## config.mk

```make
export PLATFORM = sky130hd
export DESIGN_NAME = alu_op_sequencer
export DESIGN_NICKNAME = d
export VERILOG_FILES = /design/src/rtl/alu_op_sequencer.sv
export SDC_FILE = /design/constraint.sdc
export NUM_CORES = 1
export LEC_CHECK = 0
export ABC_AREA = 1
export CORE_MARGIN = 2
export CORE_UTILIZATION = 34
export DETAILED_ROUTE_END_ITERATION = 12
export GPL_ROUTABILITY_DRIVEN = 1
export PLACE_DENSITY = 0.83
export SLEW_MARGIN = 5
export SYNTH_ARGS = -nofsm -noshare
export SYNTH_HDL_FRONTEND = slang
export SYNTH_SLANG_ARGS = --single-unit
```

## constraint.sdc

```tcl
create_clock -name clock -period 2.5 [get_ports clock]
set_clock_uncertainty 0.15 [all_clocks]
set_input_delay 0.5 -clock clock [delete_from_list [all_inputs] [get_ports clock]]
set_output_delay 0.5 -clock clock [all_outputs]
set_load 0.02 [all_outputs]
```

## src/rtl/alu_op_sequencer.sv

```systemverilog
// alu_op_sequencer: multi-cycle fetch/execute control unit for ALU-class instructions.
// Build option: define ALU_SEQ_RETIRE_CNT_EN to add the retired_cnt counter output.
module alu_op_sequencer #(
  parameter int unsigned MEM_WAIT_MAX = 15,
  parameter int unsigned CNT_W        = 32
) (
  input  logic              clock,
  input  logic              clear,
  input  logic              run,
  input  logic              mem_rdy,
  input  logic [31:0]       ir,
  output logic              pc_out,
  output logic              mar_in,
  output logic              z_in,
  output logic              zlow_out,
  output logic              zhigh_out,
  output logic              pc_in,
  output logic              mdr_in,
  output logic              mdr_out,
  output logic              read,
  output logic              ir_in,
  output logic              y_in,
  output logic              gra,
  output logic              grb,
  output logic              grc,
  output logic              r_in,
  output logic              r_out,
  output logic              hi_in,
  output logic              lo_in,
  output logic [13:0]       alu_op,
  output logic              busy,
  output logic              done,
  output logic              illegal,
  output logic              fault
`ifdef ALU_SEQ_RETIRE_CNT_EN
  ,
  output logic [CNT_W-1:0]  retired_cnt
`endif
);

  localparam int unsigned ALU_W  = 14;
  localparam int unsigned WAIT_W = ($clog2(MEM_WAIT_MAX + 1) > 0) ? $clog2(MEM_WAIT_MAX + 1) : 1;

  localparam logic [ALU_W-1:0] ALU_ADD   = 14'h0001;
  localparam logic [ALU_W-1:0] ALU_SUB   = 14'h0002;
  localparam logic [ALU_W-1:0] ALU_MUL   = 14'h0004;
  localparam logic [ALU_W-1:0] ALU_DIV   = 14'h0008;
  localparam logic [ALU_W-1:0] ALU_AND   = 14'h0010;
  localparam logic [ALU_W-1:0] ALU_OR    = 14'h0020;
  localparam logic [ALU_W-1:0] ALU_SHR   = 14'h0040;
  localparam logic [ALU_W-1:0] ALU_SHRA  = 14'h0080;
  localparam logic [ALU_W-1:0] ALU_SHL   = 14'h0100;
  localparam logic [ALU_W-1:0] ALU_ROR   = 14'h0200;
  localparam logic [ALU_W-1:0] ALU_ROL   = 14'h0400;
  localparam logic [ALU_W-1:0] ALU_NEG   = 14'h0800;
  localparam logic [ALU_W-1:0] ALU_NOT   = 14'h1000;
  localparam logic [ALU_W-1:0] ALU_INCPC = 14'h2000;

  typedef enum logic [3:0] {
    S_IDLE, S_T0, S_T1, S_T2, S_T3, S_T4, S_T5, S_T6, S_HALT, S_FAULT
  } state_t;

  typedef enum logic [1:0] {C_BAD, C_3REG, C_2REG, C_HILO} op_class_t;

  state_t           state;
  logic [WAIT_W-1:0] wait_cnt;
  op_class_t        op_class;
  logic [ALU_W-1:0] op_strobe;
  logic [4:0]       opcode;
  logic             unused_ir;

  assign opcode    = ir[31:27];
  assign unused_ir = ^ir[26:0];

  // Opcode to instruction class and its ALU strobe
  always_comb begin
    op_class  = C_BAD;
    op_strobe = '0;
    case (opcode)
      5'b00011: begin op_class = C_3REG; op_strobe = ALU_ADD;  end
      5'b00100: begin op_class = C_3REG; op_strobe = ALU_SUB;  end
      5'b01010: begin op_class = C_3REG; op_strobe = ALU_AND;  end
      5'b01011: begin op_class = C_3REG; op_strobe = ALU_OR;   end
      5'b00101: begin op_class = C_3REG; op_strobe = ALU_SHR;  end
      5'b00110: begin op_class = C_3REG; op_strobe = ALU_SHRA; end
      5'b00111: begin op_class = C_3REG; op_strobe = ALU_SHL;  end
      5'b01000: begin op_class = C_3REG; op_strobe = ALU_ROR;  end
      5'b01001: begin op_class = C_3REG; op_strobe = ALU_ROL;  end
      5'b10001: begin op_class = C_2REG; op_strobe = ALU_NEG;  end
      5'b10010: begin op_class = C_2REG; op_strobe = ALU_NOT;  end
      5'b01111: begin op_class = C_HILO; op_strobe = ALU_MUL;  end
      5'b10000: begin op_class = C_HILO; op_strobe = ALU_DIV;  end
      default:  ;
    endcase
  end

  // State register and fetch wait counter; run is only sampled in IDLE and the done state
  always_ff @(posedge clock or posedge clear) begin
    if (clear) begin
      state    <= S_IDLE;
      wait_cnt <= '0;
    end else begin
      wait_cnt <= '0;
      case (state)
        S_IDLE: if (run) state <= S_T0;
        S_T0:   state <= S_T1;
        S_T1: begin
          if (mem_rdy)                               state <= S_T2;
          else if (wait_cnt == WAIT_W'(MEM_WAIT_MAX)) state <= S_FAULT;
          else                                       wait_cnt <= wait_cnt + WAIT_W'(1);
        end
        S_T2:   state <= S_T3;
        S_T3:   state <= (op_class == C_BAD) ? S_HALT : S_T4;
        S_T4: begin
          if (op_class == C_2REG) state <= run ? S_T0 : S_IDLE;
          else                    state <= S_T5;
        end
        S_T5: begin
          if (op_class == C_HILO) state <= S_T6;
          else                    state <= run ? S_T0 : S_IDLE;
        end
        S_T6:    state <= run ? S_T0 : S_IDLE;
        S_HALT:  state <= S_HALT;
        S_FAULT: state <= S_FAULT;
        default: state <= S_IDLE;
      endcase
    end
  end

  // Moore decode of state and opcode; mdr_in additionally qualifies on mem_rdy
  always_comb begin
    pc_out = 1'b0; mar_in = 1'b0; z_in = 1'b0; zlow_out = 1'b0; zhigh_out = 1'b0;
    pc_in = 1'b0; mdr_in = 1'b0; mdr_out = 1'b0; read = 1'b0; ir_in = 1'b0; y_in = 1'b0;
    gra = 1'b0; grb = 1'b0; grc = 1'b0; r_in = 1'b0; r_out = 1'b0; hi_in = 1'b0; lo_in = 1'b0;
    alu_op  = '0;
    done    = 1'b0;
    busy    = !(state inside {S_IDLE, S_HALT, S_FAULT});
    illegal = (state == S_HALT);
    fault   = (state == S_FAULT);
    case (state)
      S_T0: begin pc_out = 1'b1; mar_in = 1'b1; alu_op = ALU_INCPC; z_in = 1'b1; end
      S_T1: begin
        zlow_out = 1'b1;
        read     = 1'b1;
        pc_in    = (wait_cnt == '0);
        mdr_in   = mem_rdy;
      end
      S_T2: begin mdr_out = 1'b1; ir_in = 1'b1; end
      S_T3: begin
        case (op_class)
          C_3REG:  begin grb = 1'b1; r_out = 1'b1; y_in = 1'b1; end
          C_2REG:  begin grb = 1'b1; r_out = 1'b1; alu_op = op_strobe; z_in = 1'b1; end
          C_HILO:  begin gra = 1'b1; r_out = 1'b1; y_in = 1'b1; end
          default: ;
        endcase
      end
      S_T4: begin
        case (op_class)
          C_3REG:  begin grc = 1'b1; r_out = 1'b1; alu_op = op_strobe; z_in = 1'b1; end
          C_2REG:  begin zlow_out = 1'b1; gra = 1'b1; r_in = 1'b1; done = 1'b1; end
          C_HILO:  begin grb = 1'b1; r_out = 1'b1; alu_op = op_strobe; z_in = 1'b1; end
          default: ;
        endcase
      end
      S_T5: begin
        case (op_class)
          C_HILO:  begin zlow_out = 1'b1; lo_in = 1'b1; end
          default: begin zlow_out = 1'b1; gra = 1'b1; r_in = 1'b1; done = 1'b1; end
        endcase
      end
      S_T6: begin zhigh_out = 1'b1; hi_in = 1'b1; done = 1'b1; end
      default: ;
    endcase
  end

`ifdef ALU_SEQ_RETIRE_CNT_EN
  // Retired-instruction count, wraps naturally
  always_ff @(posedge clock or posedge clear) begin
    if (clear)     retired_cnt <= '0;
    else if (done) retired_cnt <= retired_cnt + CNT_W'(1);
  end
`endif

endmodule
```

==> key figures, run 1 <==
Run status
  – Status: complete, but fails checks
  – Failing checks: setup timing

Logic synthesis
  – Simple-Gate Fraction of Synth Area: 0.4516
  – Yosys synthesis warning count: 0
  – Synth Area in Adders: 0.09032
  – Flops & latches, synth: 8
  – Netlist cell types: 25
  – Synth Area in Compound Gates: 0.08387
  – Post-Synth XOR/XNOR Area: 0.009032
  – Main combinational cell family by area after synthesis: simple AND/OR/NAND/NOR gates
  – Synth Area per Inst: 6.023 µm²
  – Sequential-to-total area share from yosys stat: 0.2065
  – Post-synthesis mux area share: 0
  – Mapped cell area: 969.7 µm²
  – Syn Inst Count: 161
  – Syn_nets: 204

Flow run
  – MaxCap Viol Count: 0

Critical path
  – Crit Path Category: primary input to output pin
  – Number of buffers and inverters on the critical path: 5
  – Critical path's slowest cell: a21oi_4
  – CP Cell Sequence: buf_6 > inv_4 > nand2_4 > nor2_4 > nor2_4 > nand2_2 > inv_4 > ha_4 > buf_12 > a21oi_4 > nor3_1 > buf_2
  – Worst setup path startpoint: ir[30]
  – Crit path DAT: 1.91 ns
  – CP Launch Type: primary input
  – RR Startpoint: state[0]
  – Worst setup EP type: output pin
  – Required time of the critical path: 1.85 ns
  – Crit path depth: 12
  – R2R cell count: 8
  – Top delay family on crit path: buffers and inverters
  – Crit path largest cell delay: 0.22 ns
  – Critical path peak fanout: 4

Placement
  – Post-DP HPWL: 2.430 mm
  – Final Wtd Congestion: 0.9311
  – Placed instance count: 268
  – Input/output buffers: 44

STA
  – Final WS setup: -0.06332 ns
  – RSZ-0062 raised after global routing: yes
  – Max-slew headroom: 0.7843
  – Final Hold Fails: 0
  – Tightest Pin Transition: 0.3208 ns
  – Fin crit share: 1.025
  – Final Critical Period: 2.563 ns
  – Max Transition Viols Final: 0
  – Count of final setup violators: 8
  – Fmax: 0.3901 GHz

Power
  – Pint: 0.6244 mW
  – Worst vdd ir: 598.7 µV
  – Total power: 1.238 mW
  – Combinational share of power: 0.760
  – PwrDens: 627.3 nW/µm²
  – Clock power frac: 0.083
  – Reg power frac: 0.156
  – Psw: 0.6133 mW
  – Sw frac: 0.4955
  – Leak Pwr: 1.100 nW

Min path
  – Min-delay worst type: primary input to async pin

GRT
  – Gr ovfl total: 0
  – Initial antenna violation count: 0
  – First-pass GRT wire length: 5.168 mm
  – Largest net degree at the start of global routing: 9
  – Total GRT Usage: 0.1984
  – Vias in the first global route: 1235

Layout
  – Final nets: 292
  – Non-Filler Instances: 278
  – Layout cells sized above 1: 0.4899
  – Layout area overhead: 103.5%
  – Filler cell count: 203
  – Number of antenna repair diodes: 0

Clock tree
  – Num CTS Buffers: 3
  – CTS tree: done
  – Clk_lat worst skew: 0.26 ns
  – Clock transition at path regs: 0.06 ns
  – # clock sinks: 8
  – Clock root buffer: clkbuf_4
  – Clock Tree Buf Depth: 2
  – Htree depth: 1

Die
  – Starting Density: 0.3547
  – Num ports: 72
  – Rows: 19
  – Core ar.: 2734 µm²
  – Die W: 57.41 µm
  – Die H: 57.41 µm
  – Die Footprint: 3295 µm²

Drt
  – Routed vias/inst: 5.036
  – Via count: 1400
  – Routed Antenna Nets: 0
  – DRT iter0 DRCs: 48
  – Drt drc: 0
  – WL per Instance: 14.51 µm
  – Final WL: 4.033 mm
  – TritonRoute pass-1 iters: 4
-- cells in the final DEF, fill, tap and decap left out, types with 2 or more instances in the layout --
cell type and n:
dlymetal6s2s_1 4, ha_1 6, nand4_1 2, buf_4 46
clkdlybuf4s15_1 2, clkdlybuf4s50_1 7, nor3_2 2, a21oi_4 2
inv_4 4, nand2_2 5, nand2_4 7, dlygate4sd2_1 5
inv_2 4, nor2_1 20, nand3_2 2, nor2_2 5
nor3_1 2, buf_12 2, nor2_4 10, nand3_4 4
dfrtp_1 8, o21ai_0 3, clkbuf_4 3, inv_1 26
buf_2 13, nor3b_1 2, nand3_1 6, nand2_1 25
buf_6 6
-- per-layer routing --
| metal | track usage | wire length [µm] |
|---|---|---|
| met1 | 0.2360 | 1530 |
| met2 | 0.3588 | 2114 |
| met3 | 0.04535 | 239 |
| met4 | 0.04651 | 149 |
| met5 | 0 | 0 |
-- final cells by class --
type | count | area, µm² | share of cell area
Multi-Input combinational cell | 115 | 848.3 | 0.4299
Timing Repair Buffer | 86 | 716.9 | 0.3633
Sequential cell | 8 | 200.2 | 0.1015
Inverter | 35 | 146.4 | 0.07419
Tap cell | 31 | 38.79 | 0.01966
Clock buffer | 3 | 22.52 | 0.01141
-- worst paths after layout --
path / end / slack (ns)
max: alu_op[5] / -0.06
min reg2reg: wait_cnt[0] / 0.35
min in group clock: wait_cnt[0] / 0.35
min: wait_cnt[2] / 0.33
max reg2reg: state[0] / 0.70
max in group asynchronous: state[1] / 1.63
-- cells in the mapped netlist --
library cell	number	area [µm²]
nand2_1	32	120.1
inv_1	31	116.4
nor2_1	31	116.4
nand3_1	10	50.05
dfrtp_1	8	200.2
ha_1	7	87.58
nand2_2	5	31.28
inv_2	4	15.01
nor2_2	4	25.02
nor3_1	4	20.02
o21ai_0	4	20.02
a21oi_1	3	15.01
buf_4	3	22.52
nand3_2	2	20.02
nand4_1	2	12.51
nor3b_1	2	15.01
a21oi_4	1	16.27
a221oi_1	1	8.760
nor4_1	1	6.260
nor4_2	1	12.51
nor4b_1	1	8.760
o211ai_1	1	7.510
o22ai_1	1	6.260
o31ai_1	1	7.510
xor2_1	1	8.760
-- repair_timing --
| action | 4_1_cts | 5_1_grt |
|---|---|---|
| gates resized for setup | 144 | 62 |
| hold buffers | 0 | 0 |
| pin swaps | 14 | 19 |
| endpoints found under the setup margin | 28 | 27 |
| setup buffers | 5 | 4 |
-- flip-flops by register name, indices dropped and copies added (netlist names) --
register,count
wait_cnt,4
state,4
-- power by group through the flow --
stage | logic (mW) | registers [mW] | clock network (mW)
after floorplan | 0.433 | 0.191 | 0
after global placement | 0.870 | 0.188 | 0
after detailed placement | 0.884 | 0.190 | 0
after CTS | 0.865 | 0.188 | 0.101
after global routing | 1.01 | 0.196 | 0.113
final | 0.941 | 0.193 | 0.103
-- kinds of logic after synthesis --
kind of cell               count (synthesis)
adders and majority gates                  7
and+or+nand+nor                           95
xor gates and xnor gates                   1
buffers and inverters                     38
AOI/OAI and AO/OA                         12
DFF                                        8
-- metrics by stage --
step / cell area, µm² / worst slack, ns / utilization / hold slack (ns) / TNS, ns
floorplan: 991.0 / -0.08361 / - / 0.1657 / -0.2613
global placement: 1710 / -0.8739 / 0.6256 / 0.3203 / -18.19
detailed placement: 1710 / -0.9452 / 0.6256 / 0.3344 / -19.78
CTS: 1725 / 0.0005798 / 0.6311 / 0.3408 / 0
global route: 1973 / -0.1236 / 0.7217 / 0.3600 / -0.9650
finish: 1973 / -0.06332 / 0.7217 / 0.3282 / -0.2414
Note: power is estimated with default switching activity, not from simulation.
==> inputs of run 2 (changes only) <==
Settings changed: SLEW_MARGIN 5 to 10.
==> results of run 2 <==
No change in the layout: final DEF, timing and power equal those of run 1.
==> RTL edit (settings of run 1) <==
Set the parameter `MEM_WAIT_MAX` to 30 (it was 15).
--- a/src/rtl/alu_op_sequencer.sv
+++ b/src/rtl/alu_op_sequencer.sv
@@ -1,7 +1,7 @@
 // alu_op_sequencer: multi-cycle fetch/execute control unit for ALU-class instructions.
 // Build option: define ALU_SEQ_RETIRE_CNT_EN to add the retired_cnt counter output.
 module alu_op_sequencer #(
-  parameter int unsigned MEM_WAIT_MAX = 15,
+  parameter int unsigned MEM_WAIT_MAX = 30,
   parameter int unsigned CNT_W        = 32
 ) (
   input  logic              clock,
Formal check against the unedited RTL: same outputs for any inputs over 10 cycles, from zero or initial values; that may be too few to reach the edited logic, so the function may still have changed.
==> RTL edit against run 1 <==
  * The flow still finishes with violations (negative setup slack)
  * Non-clock buffer count is 6 higher
  * Total power is 28% higher
  * Cell area up 17%
  * Global-route usage is 4.3 points higher
  * Wire length increased by 23%
  * Combinational power increased by 33%
  * Setup slack lost 200 ps
  * Clock power up 15%
  * Sequential cell count increased by 1
  * Count of clock-buffer cells in the layout up 1
  * Area after synthesis up 9.7%
  * Register-to-register slack lost 60 ps
  * Synthesized cell count up 5.0%
  * Critical endpoint unchanged
  * Largest power group unchanged
==> RTL edit: results (changes against run 1) <==
Outcome
  • Status: finished, violations left (unchanged)
  • Failing checks: negative setup slack (unchanged)

Yosys
  • Mapped Nets: 213 (was 204)
  • Commonest cells in the netlist: 34 x nor2_1, 30 x inv_1, 24 x nand2_1, 21 x nand3_1, 9 x dfrtp_1 (was 32 x nand2_1, 31 x inv_1, 31 x nor2_1, 10 x nand3_1, 8 x dfrtp_1)
  • Synth Area per Inst: 6.29 µm² (was 6.02 µm²)
  • Netlist cell types: 27 (was 25)
  • Top cells by area, synth: dfrtp_1 21%, nor2_1 12%, inv_1 11%, nand3_1 9.9%, ha_1 9.4% (was dfrtp_1 21%, nand2_1 12%, inv_1 12%, nor2_1 12%, ha_1 9.0%)
  • Sequential element share of the synthesized area: 21.2% (was 20.6%)

Routing
  • Via count: 1580 (was 1400)
  • DRT iter0 DRCs: 87 (was 48)
  • Final wirelength: 4960 µm (was 4030 µm)

Worst setup path
  • Critical Path Slowest Stage Cell: nor2_4 (was a21oi_4)
  • Worst reg2reg path endpoint: state[1] (was state[0])
  • Worst setup path startpoint: ir[29] (was ir[30])
  • Cell depth of the worst flop-to-flop path: 9 (was 8)
  • R2r startpoint: state[1] (was state[0])
  • FF-to-FF setup slack: 640 ps (was 700 ps)
  • Family with the most delay on the worst path: simple AND/OR/NAND/NOR gates (was buffers and inverters)
  • Worst-path fanout max: 8 (was 4)
  • WP data arrival: 2120 ps (was 1910 ps)

Finish
  • Layout cell share with drive strength beyond 1: 55.0% (was 49.0%)
  • Largest regs: wait_cnt x5, state x4 (was state x4, wait_cnt x4)
  • Nets: 305 (was 292)
  • Post-Layout Cell Count: 293 (was 278)
  • Fillcell total: 202 (was 203)

Power
  • VDD IR-drop max: 321 µV (was 599 µV)
  • Static Leak: 0.00112 µW (was 0.00110 µW)

STA
  • Setup violators final: 22 (was 8)
  • Worst setup margin: -267 ps (was -63.3 ps)
  • Total negative slack: -4410 ps (was -241 ps)
  • Worst slew margin: 75.9% (was 78.4%)

GRT
  • All-Layer GR Usage: 24.1% (was 19.8%)
  • First-pass GRT wire length: 6560 µm (was 5170 µm)
  • Largest net degree at the start of global routing: 10 (was 9)
  • Vias in the first global route: 1495 (was 1235)

Placement
  • DP Cell Count: 274 (was 268)
  • GP Congestion: 0.921 (was 0.931)
  • Hpwl dp: 2830 µm (was 2430 µm)

Clocking
  • Worst-path clk slew: 70 ps
RTL edit: cell types whose count changed after synthesis, moves of 3 or more:
| cell | before | now |
|---|---|---|
| inv_2 | 4 | 1 |
| nand3_1 | 10 | 21 |
| nor2_1 | 31 | 34 |
| a2111oi_0 | 0 | 4 |
| nand2_1 | 32 | 24 |
| nand2_2 | 5 | 1 |
RTL edit: through the flow:
stage	util, %	instance area, µm²	worst slack, ps	hold WS [ps]	total power (µW)
6_report	76.8	2310	-267	364	1590
2_1_floorplan	-	1270	-8.25	178	873
3_3_place_gp	65.7	1970	-1060	321	1350
3_5_place_dp	65.7	1970	-1150	340	1380
5_1_grt	76.8	2310	-322	388	1670
4_1_cts	71.2	2140	-206	358	1510
RTL edit: what timing repair did:
item | 4_1_cts | 5_1_grt
hold buffers | 0 | 0
hold endpoints to repair | 0 | 0
setup buffers | 11 | 9
resized for setup | 172 | 44
pin swaps | 17 | 22
endpoints found under the setup margin | 34 | 26
RTL edit: cell families after synthesis:
family / synth area share, %
adder cells (fa/ha/maj): 9.41
XOR/XNOR: 2.47
flip-flops: 21.2
AND/OR/NAND/NOR: 40.6
buffers and inverters: 14.5
AO/OA/AOI/OAI: 11.9
RTL edit: report_power, final:
part / leakage (µW) / internal [µW] / switching (µW)
logic: 0.000985 / 501 / 748
registers: 0.000121 / 183 / 35.1
clock network: 0.0000150 / 61.8 / 56.4
RTL edit: layout make-up:
cell class,instances,share of cell area (%)
repair buffers,92,35.7
multi-input cells,124,45.5
well taps,33,1.79
inverters,31,6.13
clock buffers,4,1.14
flip-flops and latches,9,9.77
RTL edit: layer usage:
layer	vias up	track usage, %	part of all wire (%)	routed length [µm]
met3	16	1.73	4.1	203
met2	74	45.5	56	2780
li1	721	-	-	-
met4	0	8.57	2.8	140
met5	-	0	0	0
met1	769	28.0	37	1840
